[config.mk]
export PLATFORM = sky130hd
export DESIGN_NAME = result_buffer
export DESIGN_NICKNAME = d
export VERILOG_FILES = /design/src/rtl/result_buffer.sv
export SDC_FILE = /design/constraint.sdc
export NUM_CORES = 1
export LEC_CHECK = 0
export CORE_MARGIN = 2
export CORE_UTILIZATION = 30
export DETAILED_ROUTE_END_ITERATION = 7
export PLACE_DENSITY = 0.65
export SLEW_MARGIN = 25
export SYNTH_ARGS = -nofsm -noshare
export SYNTH_HDL_FRONTEND = slang
export SYNTH_SLANG_ARGS = --single-unit
[constraint.sdc]
create_clock -name clk_i -period 1.5 [get_ports clk_i]
set_input_delay 0.225 -clock clk_i [delete_from_list [all_inputs] [get_ports clk_i]]
set_output_delay 0.225 -clock clk_i [all_outputs]
set_load 0.05 [all_outputs]
[src/rtl/result_buffer.sv]
// result_buffer: sums operand pairs and packs two consecutive sums into one
// memory word {upper_sum, lower_sum}. The word is offered to the write-back
// stage over a valid/ready handshake. Halves must arrive lower-then-upper;
// an out-of-order half request raises a one-cycle seq_err_o pulse.
// Optional build macro RESULT_BUFFER_SAT_EN: a half whose sum carries out
// saturates to all-ones instead of wrapping.
module result_buffer #(
  parameter int DATA_W        = 32,
  parameter int MEM_WORD_SIZE = 64
) (
  input  logic                     clk_i,
  input  logic                     rst_ni,
  input  logic                     clear_i,
  input  logic                     op_valid_i,
  output logic                     op_ready_o,
  input  logic [DATA_W-1:0]        op_a_i,
  input  logic [DATA_W-1:0]        op_b_i,
  input  logic                     buffer_control_i,
  output logic [MEM_WORD_SIZE-1:0] buff_result_o,
  output logic                     result_valid_o,
  input  logic                     result_ready_i,
  output logic [1:0]               carry_o,
  output logic                     seq_err_o
);

  // The packed word must hold exactly two sums.
  generate
    if (MEM_WORD_SIZE != 2 * DATA_W) begin : g_width_check
      $error("result_buffer: MEM_WORD_SIZE must equal 2*DATA_W");
    end
  endgenerate

  typedef enum logic [1:0] {
    EMPTY = 2'd0,
    LOW   = 2'd1,
    FULL  = 2'd2
  } state_t;

  state_t              state_reg, state_next;
  logic [DATA_W-1:0]   lower_reg, lower_next;
  logic [DATA_W-1:0]   upper_reg, upper_next;
  logic [1:0]          carry_reg, carry_next;
  logic                seq_err_reg, seq_err_next;
  logic                valid_reg;

  logic                accept;
  logic [DATA_W:0]     sum;
  logic [DATA_W-1:0]   half_val;

  assign op_ready_o = (state_reg != FULL) || result_ready_i;
  assign accept     = op_valid_i && op_ready_o;
  assign sum        = {1'b0, op_a_i} + {1'b0, op_b_i};

`ifdef RESULT_BUFFER_SAT_EN
  assign half_val = sum[DATA_W] ? {DATA_W{1'b1}} : sum[DATA_W-1:0];
`else
  assign half_val = sum[DATA_W-1:0];
`endif

  // Next-state and next-data decode; clear_i overrides everything.
  always_comb begin
    state_next   = state_reg;
    lower_next   = lower_reg;
    upper_next   = upper_reg;
    carry_next   = carry_reg;
    seq_err_next = 1'b0;
    if (clear_i) begin
      state_next = EMPTY;
      lower_next = '0;
      upper_next = '0;
      carry_next = 2'b00;
    end else begin
      case (state_reg)
        EMPTY: begin
          if (accept) begin
            if (!buffer_control_i) begin
              lower_next    = half_val;
              carry_next[0] = sum[DATA_W];
              state_next    = LOW;
            end else begin
              seq_err_next = 1'b1;
            end
          end
        end
        LOW: begin
          if (accept) begin
            if (buffer_control_i) begin
              upper_next    = half_val;
              carry_next[1] = sum[DATA_W];
              state_next    = FULL;
            end else begin
              // Repeated lower: keep the newest one but flag the sequence.
              lower_next    = half_val;
              carry_next[0] = sum[DATA_W];
              seq_err_next  = 1'b1;
            end
          end
        end
        FULL: begin
          if (result_ready_i) begin
            state_next = EMPTY;
            if (accept) begin
              if (!buffer_control_i) begin
                lower_next    = half_val;
                carry_next[0] = sum[DATA_W];
                state_next    = LOW;
              end else begin
                seq_err_next = 1'b1;
              end
            end
          end
        end
        default: state_next = EMPTY;
      endcase
    end
  end

  // State and output registers with asynchronous active-low reset.
  always_ff @(posedge clk_i or negedge rst_ni) begin
    if (!rst_ni) begin
      state_reg   <= EMPTY;
      lower_reg   <= '0;
      upper_reg   <= '0;
      carry_reg   <= 2'b00;
      seq_err_reg <= 1'b0;
      valid_reg   <= 1'b0;
    end else begin
      state_reg   <= state_next;
      lower_reg   <= lower_next;
      upper_reg   <= upper_next;
      carry_reg   <= carry_next;
      seq_err_reg <= seq_err_next;
      valid_reg   <= (state_next == FULL);
    end
  end

  assign buff_result_o  = {upper_reg, lower_reg};
  assign carry_o        = carry_reg;
  assign seq_err_o      = seq_err_reg;
  assign result_valid_o = valid_reg;

endmodule

======== After elaboration in Yosys (flattened, before gate mapping) ========
Index checks and enable logic that the tools add are counted.
storage, ports and cells
  flip-flop bits (word level) ............. 70
  input bits .............................. 70
  output and inout port bits .............. 69
operators by class
  add/sub/neg operators ................... 1
  eq/ne operators ......................... 6
  mux-type cells .......................... 33
  reduce and logical (&&, ||, !) cells .... 12
operators by type and width
  operator            count
  $mux 32             8
  $pmux 32 s2         1
  $add 32x32->33      1
  $mux 2              8
  $mux 1              13
  $ne 3x3->1 const B  2
  $pmux 1 s3          2
  $pmux 2 s3          1
  $reduce_and 3->1    2
  $reduce_bool 2->1   3
  $eq 2x2->1 const B  2
  $reduce_bool 4->1   1
  $reduce_bool 3->1   1
  $eq 2x1->1 const B  1
  $logic_not 2->1     1
  $ne 2x2->1 const B  1
  $reduce_and 2->1    1
  $reduce_or 2->1     1
  $logic_and 1x1->1   1
  $logic_or 1x1->1    1

======== Logic depth before layout (Yosys ltp) ========
  depth after elaboration ................. 8
  mapped depth ............................ 11
  depth with buffers taken out ............ 11

======== Worst setup path after synthesis ========
Ideal clock, no wire load.
  path type ............................... input to register
  from .................................... input op_a_i[0]
  to ...................................... register upper_reg[30]
  setup time .............................. 0.087 ns
  data arrival time ....................... 2.331 ns
  path slack .............................. -0.917 ns
  stages .................................. 11
  buffers on the path ..................... 0
  path through ............................ ha_1 > inv_1 > fa_1 > and2b_1 > o2111ai_2 > a21oi_2 > o21bai_1 > a21oi_2 > o211ai_1 > a2111o_1 > o211ai_1
between the ends
  word-level cells in the longest chain between the ends .. 5
RTL lines
  what                  line  text
  start, declared       16    input logic [DATA_W-1:0] op_a_i,
  $add 32x32->33        52    assign sum = {1'b0, op_a_i} + {1'b0, op_b_i};
  $mux 32               87    if (buffer_control_i) begin
  $mux 32               86    if (accept) begin
  $mux 32               73    case (state_reg)
  $mux 32               67    if (clear_i) begin
  end signal, assigned  130   upper_reg <= upper_next;
  end, declared         41    logic [DATA_W-1:0] upper_reg, upper_next;
Every way passes these cells. The select of a mux whose other input is x is not followed.
A chain may end at the register's enable or synchronous reset.

======== Worst setup path after layout ========
  from .................................... input op_a_i[1]
  to ...................................... register upper_reg[15]
The elaborated chain is that of the path after synthesis.

==> impl_metrics.ini <==
[outcome]
status = finished, violations left
violations = setup timing

[clock_tree]
ctsLongestPathBuffers = 2
cts_tree = built
cts_max_level = 3
clock-sinks = 70
cts_root_buf = clkbuf_16
cts_made_buffers = 9
path_clk_slew_ns = 0.06
clk_latency_ns = 0.34

[worst_setup_path]
worstPathRequired_ns = 1.77
cp-startpoint = op_a_i[1]
reg2reg_from = state_reg[0]
worst-setup-path-type = primary input to flop
cp_slowest_cell = a211oi_2
cp_max_fo = 3
cp.depth = 14
path_buf_inv = 5
cp_data_arrival_time_ns = 2.56
crit_top_cell = buf_4
cp-end-kind = flop
max_stage_delay_ns = 0.30
crit_chain = clkbuf_2 > ha_4 > a211oi_2 > o21bai_2 > buf_4 > buf_4 > buf_4 > buf_4 > o21ai_4 > o31ai_4 > a31oi_1 > xnor2_1 > nand2_1 > a21oi_2
cp_top_family = compound AO/OA/AOI/OAI gates
worst-r2r-cell-count = 6
critPathLaunchType = primary input

[sta]
worstMarginPinSlew_ns = 0.439
fmax_ghz = 0.436
finalHoldViolCount = 0
slew_viol_final = 0
finClkSkew_ns = 0.00473
rsz0062_at_grt = yes
final-setup-viol-count = 57
period_needed_ns = 2.29
slew-limit-headroom = 0.705
fin_crit_sh = 1.53
layout_setup_ws_ns = -0.794
fin_hold_ws_ns = 0.284

[power]
p_leak_nw = 4.21
peakVddDrop_v = 0.000537
total_power_mw = 7.57
power.density_nw_per_um2 = 804

[global_route]
grt_pass1_vias = 5557
gr-total-overflow = 0
antenna_found_initial = 0
grt_use_total = 0.216
grt_max_degree = 71
grt_pass1_wl_mm = 28.4

[layout]
fin_area_um2 = 9420
diodes = 0
syn_to_final_growth_pct = 101
layout.cells.non_filler = 1061
drive_above_1_share = 0.502
nNetsFinal = 948

[logic_synthesis]
synth_commonest_cells = nand2_1, dfrtp_1, a21oi_1, nand3_1, ha_1
netlist.area_leader.share = 0.373
synth.cell_area_um2 = 4700
yosysTopAreaCell = dfrtp_1
yosysUniqueCellTypes = 53
yosys-top-cells-area = dfrtp_1, ha_1, nand2_1
synth-async-reset-ratio = 1.00
ys_seq_elements = 70
synth_area_per_cell_um2 = 8.37
syn_inst = 561
yosysMostFrequentCell = nand2_1
ys_seq_area_frac = 0.373
synth_nets = 664
synth_edf_count = 0
ys_warn_count = 0
ys.flop_type = dfrtp_1

[floorplan]
rows = 45
die_width_um = 129
core_um2 = 15300
die_h_um = 129
ios = 139
start_util = 0.308
die-area_um2 = 16700

[route]
drt_iter0_drc = 580
drc_errors = 0
vias = 5720
drtAntennaViolNets = 0
viasPerCell = 5.39
wire_per_inst_um = 18.6
routed_wl_mm = 19.8
drtPass1Iterations = 6

[job]
maxCapViolCount = 0

[placement]
dp.cells = 1011
port_buffers = 138
place_ws_ns = -1.58
place_area_um2 = 7860
gp_congestion = 0.886
dp_hpwl_mm = 13.2

[hold_path]
worstHoldPathCells = 4
holdCritPathClass = primary input to flop
hold_start = op_b_i[0]
[power by group]
group          internal [mW]  switching (mW)
Clock                   1.49           0.844
Combinational           1.50            1.64
Sequential              1.98           0.111
[worst paths after layout]
| kind | endpoint | slack [ns] |
|---|---|---|
| worst max-delay path | upper_reg[15] | -0.79 |
| worst max register to register | lower_reg[28] | -0.06 |
| max in group asynchronous | upper_reg[24] | 0.76 |
| worst min-delay path | lower_reg[0] | 0.28 |
| min in group asynchronous | upper_reg[29] | 0.43 |
| worst min register to register | lower_reg[6] | 0.54 |
[cells in the final DEF, fill, tap and decap left out, types with 6 or more instances in the layout]
cell	n
dfrtp_1	70
a21oi_2	28
a21oi_1	39
inv_1	8
clkbuf_16	9
a2111o_1	6
nand3_1	26
clkdlybuf4s50_1	13
clkbuf_2	21
buf_6	16
dlygate4sd2_1	11
o21ai_1	11
nor3_1	8
nand3_2	9
dlymetal6s2s_1	16
buf_12	60
a21o_1	17
buf_4	156
ha_4	27
nand2_1	94
nor2_1	26
nand4_1	9
o21ai_0	6
a21oi_4	6
a211oi_2	6
[metal layers]
metal  share of wire  global-route usage
met1            0.41               0.280
met5               0                   0
met2            0.50               0.356
met3           0.057              0.0359
met4           0.033              0.0908
[final cells by class]
type	count	area [µm²]
Clock buffer	10	239
Clock inverter	6	85.1
Fill cell	1187	5830
Inverter	12	45.0
Multi-Input combinational cell	451	3880
Sequential cell	70	1750
Tap cell	211	264
Timing Repair Buffer	301	3150
[worst reg2reg max path: cells and delay by family, from the launching register on]
family / cells / cell delay [ns]
buf+inv: 1 / 0.24
flops: 1 / 0.38
simple gates: 3 / 0.43
compound gates: 2 / 0.41
[cells by family after synthesis]
kind of cell / Yosys count / share of synthesized area
AO/OA/AOI/OAI: 177 / 0.251
XOR/XNOR: 19 / 0.0354
adder cells (fa/ha/maj): 33 / 0.0895
buffers and inverters: 40 / 0.0325
flip-flops: 70 / 0.373
multiplexers: 2 / 0.00426
AND/OR/NAND/NOR: 220 / 0.214
[metrics by stage]
step | utilization | TNS (ns)
3_5_place_dp | 0.515 | -69.21
6_report | 0.618 | -30.65
5_1_grt | 0.618 | -34.72
2_1_floorplan | - | -22.88
3_3_place_gp | 0.515 | -68.18
4_1_cts | 0.580 | -29.17
[repair_timing]
action	in CTS	in global routing
hold buffers	1	0
buffers inserted	18	19
pin swaps	73	84
endpoints found under the setup margin	59	62
resized for setup	155	152
endpoints found under the hold margin	70	0
(Power assumes the default switching activity.)
